==> config.mk <==
export PLATFORM = sky130hd
export DESIGN_NAME = clink_frame_packer_flat
export DESIGN_NICKNAME = d
export VERILOG_FILES = /design/src/rtl/clink_frame_packer_if.sv /design/src/rtl/clink_frame_packer.sv /design/src/flat_wrapper.sv
export SDC_FILE = /design/constraint.sdc
export NUM_CORES = 1
export LEC_CHECK = 0
export ABC_AREA = 0
export ABC_CLOCK_PERIOD_IN_PS = 26000
export BUFFER_PORTS_ARGS = -buffer_cell sky130_fd_sc_hd__buf_4
export CAP_MARGIN = 20
export CORE_UTILIZATION = 65
export CTS_CLUSTER_SIZE = 12
export DETAILED_ROUTE_END_ITERATION = 7
export PLACE_DENSITY_LB_ADDON = 0.05
export SKIP_LAST_GASP = 1
export SLEW_MARGIN = 10
export SYNTH_ARGS = -nofsm -noshare
export SYNTH_HDL_FRONTEND = slang
export SYNTH_SLANG_ARGS = --single-unit
==> constraint.sdc <==
create_clock -name clk_pixel -period 26 [get_ports clk_pixel]
set_clock_uncertainty 0.15 [all_clocks]
set_input_delay 1.3 -clock clk_pixel [delete_from_list [all_inputs] [get_ports clk_pixel]]
set_output_delay 1.3 -clock clk_pixel [all_outputs]
set_load 0.1 [all_outputs]
==> src/rtl/clink_frame_packer_if.sv <==
// AXI-Stream beat bus from the Camera Link packer to the DRAM write DMA.
// The master owns data/valid/user/last; the slave owns ready.
interface clink_frame_packer_if #(
    parameter int DW = 128
) ();
    logic [DW-1:0] tdata;
    logic          tvalid;
    logic          tready;
    logic          tuser;
    logic          tlast;

    modport master (output tdata, tvalid, tuser, tlast, input tready);
    modport slave  (input tdata, tvalid, tuser, tlast, output tready);
endinterface

==> src/rtl/clink_frame_packer.sv <==
// Packs Camera Link pixel words into AXI-S beats; a beat appears one cycle after its last word.
// A 2-entry output FIFO absorbs backpressure; beats arriving while it is full are dropped and flagged.
module clink_frame_packer #(
    parameter int IN_WIDTH  = 16,
    parameter int OUT_WIDTH = 128,
    parameter int H_ACTIVE  = 1024,
    parameter int V_ACTIVE  = 64
) (
    input  logic                clk_pixel,
    input  logic                clk_pixel_reset,
    input  logic                capture_en,
    input  logic                fval,
    input  logic                lval,
    input  logic                dval,
    input  logic [IN_WIDTH-1:0] pix_data,
    clink_frame_packer_if.master m_axis,
    output logic                image_end,
    output logic [15:0]         frame_count,
    output logic                size_err,
    output logic                overflow_err,
    output logic                busy
);
    localparam int R     = OUT_WIDTH / IN_WIDTH;
    localparam int LW    = (R > 1) ? $clog2(R) : 1;
    localparam int TOTAL = H_ACTIVE * V_ACTIVE;
    localparam int WCW   = $clog2(TOTAL) + 1;
    localparam int LCW   = $clog2(H_ACTIVE) + 2;
    localparam logic [LW-1:0]  LAST_LANE = LW'(R - 1);
    localparam logic [WCW-1:0] LAST_WORD = WCW'(TOTAL - 1);
    localparam logic [LCW-1:0] LINE_LEN  = LCW'(H_ACTIVE);
    localparam logic [LCW-1:0] LINE_MAX  = '1;

    typedef enum logic [1:0] {IDLE, WAIT_FV, ACTIVE, FLUSH} state_t;

    typedef struct packed {
        logic                 tuser;
        logic                 tlast;
        logic [OUT_WIDTH-1:0] data;
    } beat_t;

    state_t               state_q, state_d;
    logic [OUT_WIDTH-1:0] beat_q, beat_d;
    logic [LW-1:0]        wptr_q, wptr_d;
    logic [WCW-1:0]       word_cnt_q, word_cnt_d;
    logic [LCW-1:0]       line_cnt_q, line_cnt_d;
    logic                 done_q, done_d;
    logic                 first_q, first_d;
    logic                 pend_q, pend_d;
    logic                 size_err_q, size_err_d;
    logic                 ovf_q, ovf_d;
    logic [15:0]          frame_cnt_q, frame_cnt_d;
    logic                 lval_q;

    beat_t                mem_q [2];
    logic                 rd_q, wr_q;
    logic [1:0]           cnt_q, cnt_d;

    beat_t                cand, fifo_dat;
    logic                 cand_vld, fifo_push, accept, pop, full;

    always_comb begin
        state_d    = state_q;
        beat_d     = beat_q;
        wptr_d     = wptr_q;
        word_cnt_d = word_cnt_q;
        line_cnt_d = line_cnt_q;
        done_d     = done_q;
        first_d    = first_q;
        size_err_d = size_err_q;
        cand_vld   = 1'b0;
        cand       = '0;

        if (state_q == IDLE || state_q == WAIT_FV) begin
            beat_d     = '0;
            wptr_d     = '0;
            word_cnt_d = '0;
            line_cnt_d = '0;
            done_d     = 1'b0;
            first_d    = 1'b1;
        end

        unique case (state_q)
            IDLE: begin
                if (capture_en && !fval) state_d = WAIT_FV;
            end
            WAIT_FV: begin
                if (!capture_en)  state_d = IDLE;
                else if (fval)    state_d = ACTIVE;
            end
            ACTIVE: begin
                if (!fval) state_d = FLUSH;
                if (fval && lval && dval) begin
                    if (line_cnt_q != LINE_MAX) line_cnt_d = line_cnt_q + LCW'(1);
                    // Words past the frame's tlast beat are surplus and only flag the error.
                    if (done_q) begin
                        size_err_d = 1'b1;
                    end else begin
                        beat_d[int'(wptr_q)*IN_WIDTH +: IN_WIDTH] = pix_data;
                        wptr_d     = wptr_q + LW'(1);
                        word_cnt_d = word_cnt_q + WCW'(1);
                        if (wptr_q == LAST_LANE) begin
                            cand_vld   = 1'b1;
                            cand.data  = beat_d;
                            cand.tuser = first_q;
                            cand.tlast = (word_cnt_q == LAST_WORD);
                            done_d     = (word_cnt_q == LAST_WORD);
                            first_d    = 1'b0;
                            beat_d     = '0;
                            wptr_d     = '0;
                        end
                    end
                end
                if (lval_q && !lval) begin
                    if (line_cnt_q != LINE_LEN) size_err_d = 1'b1;
                    line_cnt_d = '0;
                end
            end
            FLUSH: begin
                state_d = capture_en ? WAIT_FV : IDLE;
                // Short frame: unused lanes are already zero because beat_q clears on every push.
                if (!done_q) begin
                    cand_vld   = 1'b1;
                    cand.data  = beat_q;
                    cand.tuser = first_q;
                    cand.tlast = 1'b1;
                    size_err_d = 1'b1;
                end
            end
            default: state_d = IDLE;
        endcase
    end

    always_comb begin
        pop       = m_axis.tvalid && m_axis.tready;
        full      = (cnt_q == 2'd2);
        fifo_push = pend_q || cand_vld;
        fifo_dat  = cand;
        if (pend_q) begin
            fifo_dat       = '0;
            fifo_dat.tlast = 1'b1;
        end
        accept = fifo_push && (!full || pop);
        cnt_d  = cnt_q + (accept ? 2'd1 : 2'd0) - (pop ? 2'd1 : 2'd0);
        pend_d = pend_q;
        ovf_d  = ovf_q;
        if (pend_q && accept) pend_d = 1'b0;
        if (fifo_push && !accept) begin
            ovf_d = 1'b1;
            if (fifo_dat.tlast) pend_d = 1'b1;
        end
        // The replacement tlast owns the slot; a packer beat in the same cycle is lost.
        if (pend_q && cand_vld) begin
            ovf_d = 1'b1;
            if (cand.tlast) pend_d = 1'b1;
        end
        frame_cnt_d = frame_cnt_q;
        if (image_end) frame_cnt_d = frame_cnt_q + 16'd1;
    end

    always_ff @(posedge clk_pixel) begin
        if (clk_pixel_reset) begin
            state_q     <= IDLE;
            beat_q      <= '0;
            wptr_q      <= '0;
            word_cnt_q  <= '0;
            line_cnt_q  <= '0;
            done_q      <= 1'b0;
            first_q     <= 1'b1;
            pend_q      <= 1'b0;
            size_err_q  <= 1'b0;
            ovf_q       <= 1'b0;
            frame_cnt_q <= '0;
            lval_q      <= 1'b0;
            mem_q[0]    <= '0;
            mem_q[1]    <= '0;
            rd_q        <= 1'b0;
            wr_q        <= 1'b0;
            cnt_q       <= '0;
        end else begin
            state_q     <= state_d;
            beat_q      <= beat_d;
            wptr_q      <= wptr_d;
            word_cnt_q  <= word_cnt_d;
            line_cnt_q  <= line_cnt_d;
            done_q      <= done_d;
            first_q     <= first_d;
            pend_q      <= pend_d;
            size_err_q  <= size_err_d;
            ovf_q       <= ovf_d;
            frame_cnt_q <= frame_cnt_d;
            lval_q      <= lval;
            cnt_q       <= cnt_d;
            if (accept) begin
                mem_q[wr_q] <= fifo_dat;
                wr_q        <= ~wr_q;
            end
            if (pop) rd_q <= ~rd_q;
        end
    end

    assign m_axis.tvalid = (cnt_q != 2'd0);
    assign m_axis.tdata  = mem_q[rd_q].data;
    assign m_axis.tuser  = mem_q[rd_q].tuser;
    assign m_axis.tlast  = mem_q[rd_q].tlast;
    assign image_end     = pop && mem_q[rd_q].tlast;
    assign frame_count   = frame_cnt_q;
    assign size_err      = size_err_q;
    assign overflow_err  = ovf_q;
    assign busy          = (state_q != IDLE);
endmodule
==> src/flat_wrapper.sv <==
// flat-port wrapper written by rule: the top's interface ports become plain ports
module clink_frame_packer_flat 
#(
    parameter int IN_WIDTH  = 16,
    parameter int OUT_WIDTH = 128,
    parameter int H_ACTIVE  = 1024,
    parameter int V_ACTIVE  = 64
)
  (clk_pixel, clk_pixel_reset, capture_en, fval, lval, dval, pix_data, image_end, frame_count, size_err, overflow_err, busy, m_axis_tdata, m_axis_tvalid, m_axis_tuser, m_axis_tlast, m_axis_tready);
  clink_frame_packer_if m_axis_i ();
  input  logic clk_pixel;
  input  logic clk_pixel_reset;
  input  logic capture_en;
  input  logic fval;
  input  logic lval;
  input  logic dval;
  input  logic [IN_WIDTH-1:0] pix_data;
  output logic image_end;
  output logic [15:0] frame_count;
  output logic size_err;
  output logic overflow_err;
  output logic busy;
  output wire logic [$bits(m_axis_i.tdata)-1:0] m_axis_tdata;
  output wire logic [$bits(m_axis_i.tvalid)-1:0] m_axis_tvalid;
  output wire logic [$bits(m_axis_i.tuser)-1:0] m_axis_tuser;
  output wire logic [$bits(m_axis_i.tlast)-1:0] m_axis_tlast;
  input wire logic [$bits(m_axis_i.tready)-1:0] m_axis_tready;
  assign m_axis_tdata = m_axis_i.tdata;
  assign m_axis_tvalid = m_axis_i.tvalid;
  assign m_axis_tuser = m_axis_i.tuser;
  assign m_axis_tlast = m_axis_i.tlast;
  assign m_axis_i.tready = m_axis_tready;
  clink_frame_packer #(.IN_WIDTH(IN_WIDTH), .OUT_WIDTH(OUT_WIDTH), .H_ACTIVE(H_ACTIVE), .V_ACTIVE(V_ACTIVE)) u_core (.clk_pixel(clk_pixel), .clk_pixel_reset(clk_pixel_reset), .capture_en(capture_en), .fval(fval), .lval(lval), .dval(dval), .pix_data(pix_data), .m_axis(m_axis_i), .image_end(image_end), .frame_count(frame_count), .size_err(size_err), .overflow_err(overflow_err), .busy(busy));
endmodule
==> metrics.txt, run 1 <==
met1 GRT Util=44.7%; clock sink count=449; Post-Syn Area=0.0207 mm2; IO buf count=173; Commonest cells post-synth=nor2_1, edfxtp_1, a22oi_1, dfxtp_1, nand2_1; Final Non-Filler Cells=between 2000 and 2500; power share of the clock group=35.4%; Sw Ratio=between 30% and 40%; placed insts=2383; syn_nets=1974; die area=~0.032 mm2; cts bufs inserted=45; register area share after synthesis=between 50% and 60%; Hold WC Path Type=reg -> reg; count leader, synth=nor2_1; ys flop type=edfxtp_1; fin nets=between 2000 and 2500; hold slack=314 ps; Netlist cell types=66; Wirelength per Cell=between 20 and 25 um; final worst setup slack=21270 ps; synthesized flop and latch total=449; die width=180 um; CTS root buf=clkbuf_16; initial DRC count=between 1500 and 2000; Final Util=75.9%; run status=finished with violations; YS warnings=0; Min Clock Period, post-route=4730 ps; layout cells sized above 1=20.2%; Max VDD drop=about 75 uV; placement-stage worst setup slack=21320 ps; endpoints failing setup=0; biggest area consumer among synthesized cells=edfxtp_1; post-place instance area=0.0220 mm2; Total GRT Usage=32.0%; Clock Latency Late Sink=550 ps; fin. max-slew vios=0; vias in the first global route=~15000; RSZ-0062 raised after global routing=no; FP Rows=64; DR DRC count=1; total power=~1.8 mW; grt peak-use layer=met2; CTS H-tree lvls=2; GRT met2 Usage=between 50% and 60%; clock-pin slew on the worst setup and hold paths=60 ps; Crit path top cell by count=buf_4; first-pass GRT wire length=approximately 82000 um; initial antenna violation count=0; hold buffers post-CTS=0; antenna-violating nets left=0; total congestion overflow=0; CP max stage cell=dfxtp_4; Tightest Pin Transition=1130 ps; achievable clock frequency=211 MHz; Initial Util=about two thirds; Crit path required time=24550 ps; HPWL after detailed placement=approximately 31000 um; Synth Area per Inst=10.7 um2; WS Path Type=reg -> out; I/O Pins=between 150 and 200; Leakage=8.34 nW; Die Height=180 um; Cells after Synth=1939; Sw Pwr=~0.55 mW; Setup crit start kind=flip-flop; setup_tns=0 ps; top-area cell type share of the netlist area=between 30% and 40%; met3 usage=5.80%; core area=0.0309 mm2; failing checks=DRC; ANT cells=0; final instance area=0.0235 mm2; area grow syn2layout=13.6%; largest delay contributor family on the critical path=buffers and inverters; Cell Int Power=approximately 1.2 mW; top post-synthesis cells by area=edfxtp_1, dfxtp_1, a22oi_1, nor2_1, mux2_2; Combinational Power Share=around 20%; DR vias=roughly 16000; CTS resizes=0; DRT Wirelength=about 53000 um; EDFF count, synth=260; Max Cap Violations=0; Worst EP arrival=between 3000 and 4000 ps; DR pass1 iterations=8; sequence of cells on the critical path=buf_4 -> mux2_2 -> and2_1 -> buf_4; maximum fanout along the worst path=70; crit-path max cell delay=950 ps; Fin. Hold Viols=0; DR vias/cell=6.47; PwrDens=74.7 mW/mm2; buffers plus inverters on the worst setup path=2; routability cong.=approximately 0.83; # Post-CTS Setup Buffers=0; Post-synth ARST share=0%; Rel. slew slack=between 20% and 30%; CP Capture Type=output port; largest net degree at the start of global routing=91; CTS tree=yes; clock buffer depth=3; register share of total power=between 40% and 50%; fin crit share=between 10% and 20%
[sequential cells by signal (all words and copies together) (netlist names), 2 cells and up, named ones only]
register,count
u_core.line_cnt_q,12
u_core.cnt_q,2
u_core.word_cnt_q,17
u_core.beat_q,128
u_core.frame_count,16
u_core.mem_q,260
u_core.wptr_q,3
[metal layers]
layer | wire length [um] | up-vias
met5 | 0 | -
met2 | 25200 | 818
met3 | 4580 | 122
met1 | 21300 | 7800
met4 | 1590 | 0
li1 | - | 7239
[worst paths after layout]
path,start,to,slack [ps],cells after the start
min reg2reg,u_core.word_cnt_q[15],u_core.word_cnt_q[15],310,1
max reg2reg,u_core.wptr_q[0],u_core.mem_q[1][35],21850,7
min,u_core.word_cnt_q[15],u_core.word_cnt_q[15],310,1
max,flip-flop,image_end,21270,4
[layout make-up]
type | count | area, um2
flip-flops and latches | 449 | 11600
multi-input cells | 1312 | 8350
fillers | 2087 | 7450
repair buffers | 198 | 1510
clock buffers | 80 | 1380
well taps | 396 | 495
inverters | 31 | 116
clock inverters | 3 | 17.5
[power by group through the flow]
| stage | logic (mW) | clock network (mW) | registers, mW |
|---|---|---|---|
| after floorplan | 0.309 | 0 | 0.790 |
| after global placement | 0.349 | 0 | 0.797 |
| after detailed placement | 0.350 | 0 | 0.798 |
| after CTS | 0.351 | 0.624 | 0.783 |
| after global routing | 0.359 | 0.655 | 0.785 |
| final | 0.350 | 0.620 | 0.783 |
[cells by family after synthesis]
group	synth area share [%]
and+or+nand+nor	14.6
muxes	10.5
adders and majority gates	0.727
DFF	56.1
buffers and inverters	3.76
xor gates and xnor gates	1.02
AOI/OAI and AO/OA	13.3
[layout by cell type, fill, tap and decap left out, types with 4 or more instances in the layout]
cell type and n:
nand2_1 138, a32o_1 14, o21ai_0 51, clkbuf_8 8, or3_1 4, xor2_1 7, edfxtp_1 260, a21o_1 18
nor2b_1 12, and3_1 6, a22o_1 24, inv_1 30, clkbuf_1 25, a22oi_1 222, clkbuf_16 47, mux2_2 132
nor3_1 14, xnor2_1 17, nor4_1 9, nand2b_1 4, nor2_1 413, dfxtp_1 187, mux2i_1 68, buf_4 194
nand3_1 52, ha_1 12, nand4_1 11, a21oi_1 13
No activity file was read; power rests on OpenSTA's default activity.
==> inputs of run 2 (changes only) <==
- ABC_CLOCK_PERIOD_IN_PS: 26000 -> 4700
- CORE_UTILIZATION: 65 -> 60
- clock period: 26 -> 4.7 ns (I/O delays scaled with it)
==> metrics.txt, run 2 (synthesized netlist as in run 1, its figures left out) <==
run status=completed; Rel. slew slack=23.1% (-1.2 points); end of the worst register-to-register path=u_core.mem_q[1][84]; commonest non-fill, non-tap cells in the layout=nor2_1, edfxtp_1, a22oi_1, buf_4, dfxtp_1; Leakage=8.51 nW (+2.0%); CTS resizes=0 (unchanged); Fin. Hold Viols=0 (unchanged); origin of the worst setup path=u_core.wptr_q[0]; DR vias/cell=6.28 (-3.0%); commonest non-fill, non-tap cell in the layout=nor2_1; I/O Pins=174 (unchanged); Die Height=188 um (+4.0%); DR vias=16000 (+0.13%); die area=0.0352 mm2 (+8.2%); Clock Latency Late Sink=560 ps (about the same); antenna-violating nets left=0 (unchanged); clock-pin slew on the worst setup and hold paths=60 ps (about the same); met3 usage=4.47% (-1.3 points); core area=0.0337 mm2 (+9.0%); total power=9.87 mW (+460%); CTS tree=yes; total congestion overflow=0 (unchanged); largest net degree at the start of global routing=94 (+3.3%); initial antenna violation count=0 (unchanged); Largest register FFs=260 (unchanged); DR pass1 iterations=6 (-2); met1 GRT Util=43.6% (-1.0 points); r2r worst-path depth=7 (unchanged); initial DRC count=1791 (-2.9%); Max Cap Violations=0 (unchanged); CP Capture Type=flip-flop; die width=188 um (+4.0%); RSZ-0062 raised after global routing=no; Final Util=70.9% (-5.0 points); FP Rows=67 (+4.7%); PwrDens=413 mW/mm2 (+450%); CTS H-tree lvls=2 (unchanged); Tightest Pin Transition=1150 ps (+17.5 ps); Top reg by flops=u_core.mem_q; HPWL after detailed placement=32700 um (+4.1%); setup_tns=0 ps (unchanged); vias in the first global route=15400 (+3.9%); fin. max-slew vios=0 (unchanged); Hold WC Path Type=in -> reg; fin nets=2098 (+1.3%); Critical Path Sink=u_core.mem_q[1][84]; CTS root buf=clkbuf_16; routability cong.=0.826 (about the same); Wirelength per Cell=21.7 um (+1.7%); Worst EP arrival=3490 ps (+210 ps); IO buf count=173 (unchanged); Initial Util=61.3% (-5.5 points); endpoints failing setup=0 (unchanged); first-pass GRT wire length=86100 um (+4.4%); Fillers=2509 (+20%); clock buffer depth=3 (unchanged); post-place instance area=0.0223 mm2 (+1.0%); Min Clock Period, post-route=about 3300 ps; maximum fanout along the worst path=16 (-77%); Total GRT Usage=31.1% (-0.90 points); ANT cells=0 (unchanged); fin crit share=about 70%; achievable clock frequency=305 MHz; clock sink count=449 (unchanged); final instance area=0.0239 mm2 (+1.9%); top flop regs=u_core.mem_q (260), u_core.beat_q (128), u_core.word_cnt_q (17); Max VDD drop=315 uV (+320%); layout cells sized above 1=20.7% (+0.54 points); cts bufs inserted=46 (+2.2%); WS Path Type=reg -> reg; Crit path required time=4920 ps (-19630 ps); DRT Wirelength=55300 um (+5.0%); DR DRC count=0 (-1); Setup crit start kind=flip-flop; Worst R2R Setup Slack=1420 ps (-20430 ps); area grow syn2layout=15.8%; grt peak-use layer=met2; worst reg2reg path startpoint=u_core.wptr_q[0]; hold slack=21.9 ps (-293 ps); GRT met2 Usage=49.3% (-1.4 points)
[run 2: cell types whose count changed in the layout (fill, tap and decap cells not counted), sizes merged]
cell,previous run,this run
dlygate4sd3,0,17
clkbuf,80,83
buf,198,206
inv,31,30
clkinv,3,4
[run 2: how the worst min path moves through the flow]
stage	cells after the start	startpoint	slack [ps]	endpoint
3_3_place_gp	1	u_core.word_cnt_q[15]	300	u_core.word_cnt_q[15]
6_report	5	pix_data[3]	20	u_core.beat_q[115]
3_5_place_dp	1	u_core.size_err	300	u_core.size_err
4_1_cts	5	pix_data[3]	10	u_core.beat_q[115]
2_1_floorplan	1	pix_data[0]	210	u_core.beat_q[48]
5_1_grt	5	pix_data[3]	50	u_core.beat_q[115]
[run 2: per-layer routing]
metal  share of wire (%)  wire length [um]
met1                  42             23100
met2                  47             25800
met5                   0                 0
met4                 2.9              1600
met3                 8.6              4770
[run 2: worst max-delay path: stages (launching register included)]
cell       delay [ps]
dfxtp_4           440
inv_1             100
ha_1              240
ha_1              380
nand4bb_1         500
nor2_1            890
a22oi_1           200
nor2_1            190
[run 2: power breakdown]
group	internal, mW	total (mW)	switching (mW)
Combinational	0.454	1.98	1.53
Sequential	4.24	4.32	0.0832
Clock	2.09	3.57	1.48
Total	6.78	9.87	3.09
[run 2: cell type report]
class / count / area, um2 / area share [%]
tap: 448 / 561 / 2.34
timing repair buffer: 223 / 1760 / 7.37
multi-input combinational: 1312 / 8380 / 35.1
clock inverter: 3 / 13.8 / 0.0576
clock buffer: 83 / 1470 / 6.13
sequential: 449 / 11600 / 48.5
inverter: 31 / 116 / 0.487
[run 2: timing repair]
action	in CTS	in global routing
setup buffers	0	0
endpoints found under the hold margin	50	0
hold buffers	17	0
[run 2: metrics by stage]
step | worst slack [ps] | std cells
final | 1420 | 2549
after global routing | 1200 | 2549
after CTS | 1430 | 2548
after detailed placement | 1480 | 2445
after global placement | 1550 | 2444
after floorplan | -64.9 | 1939
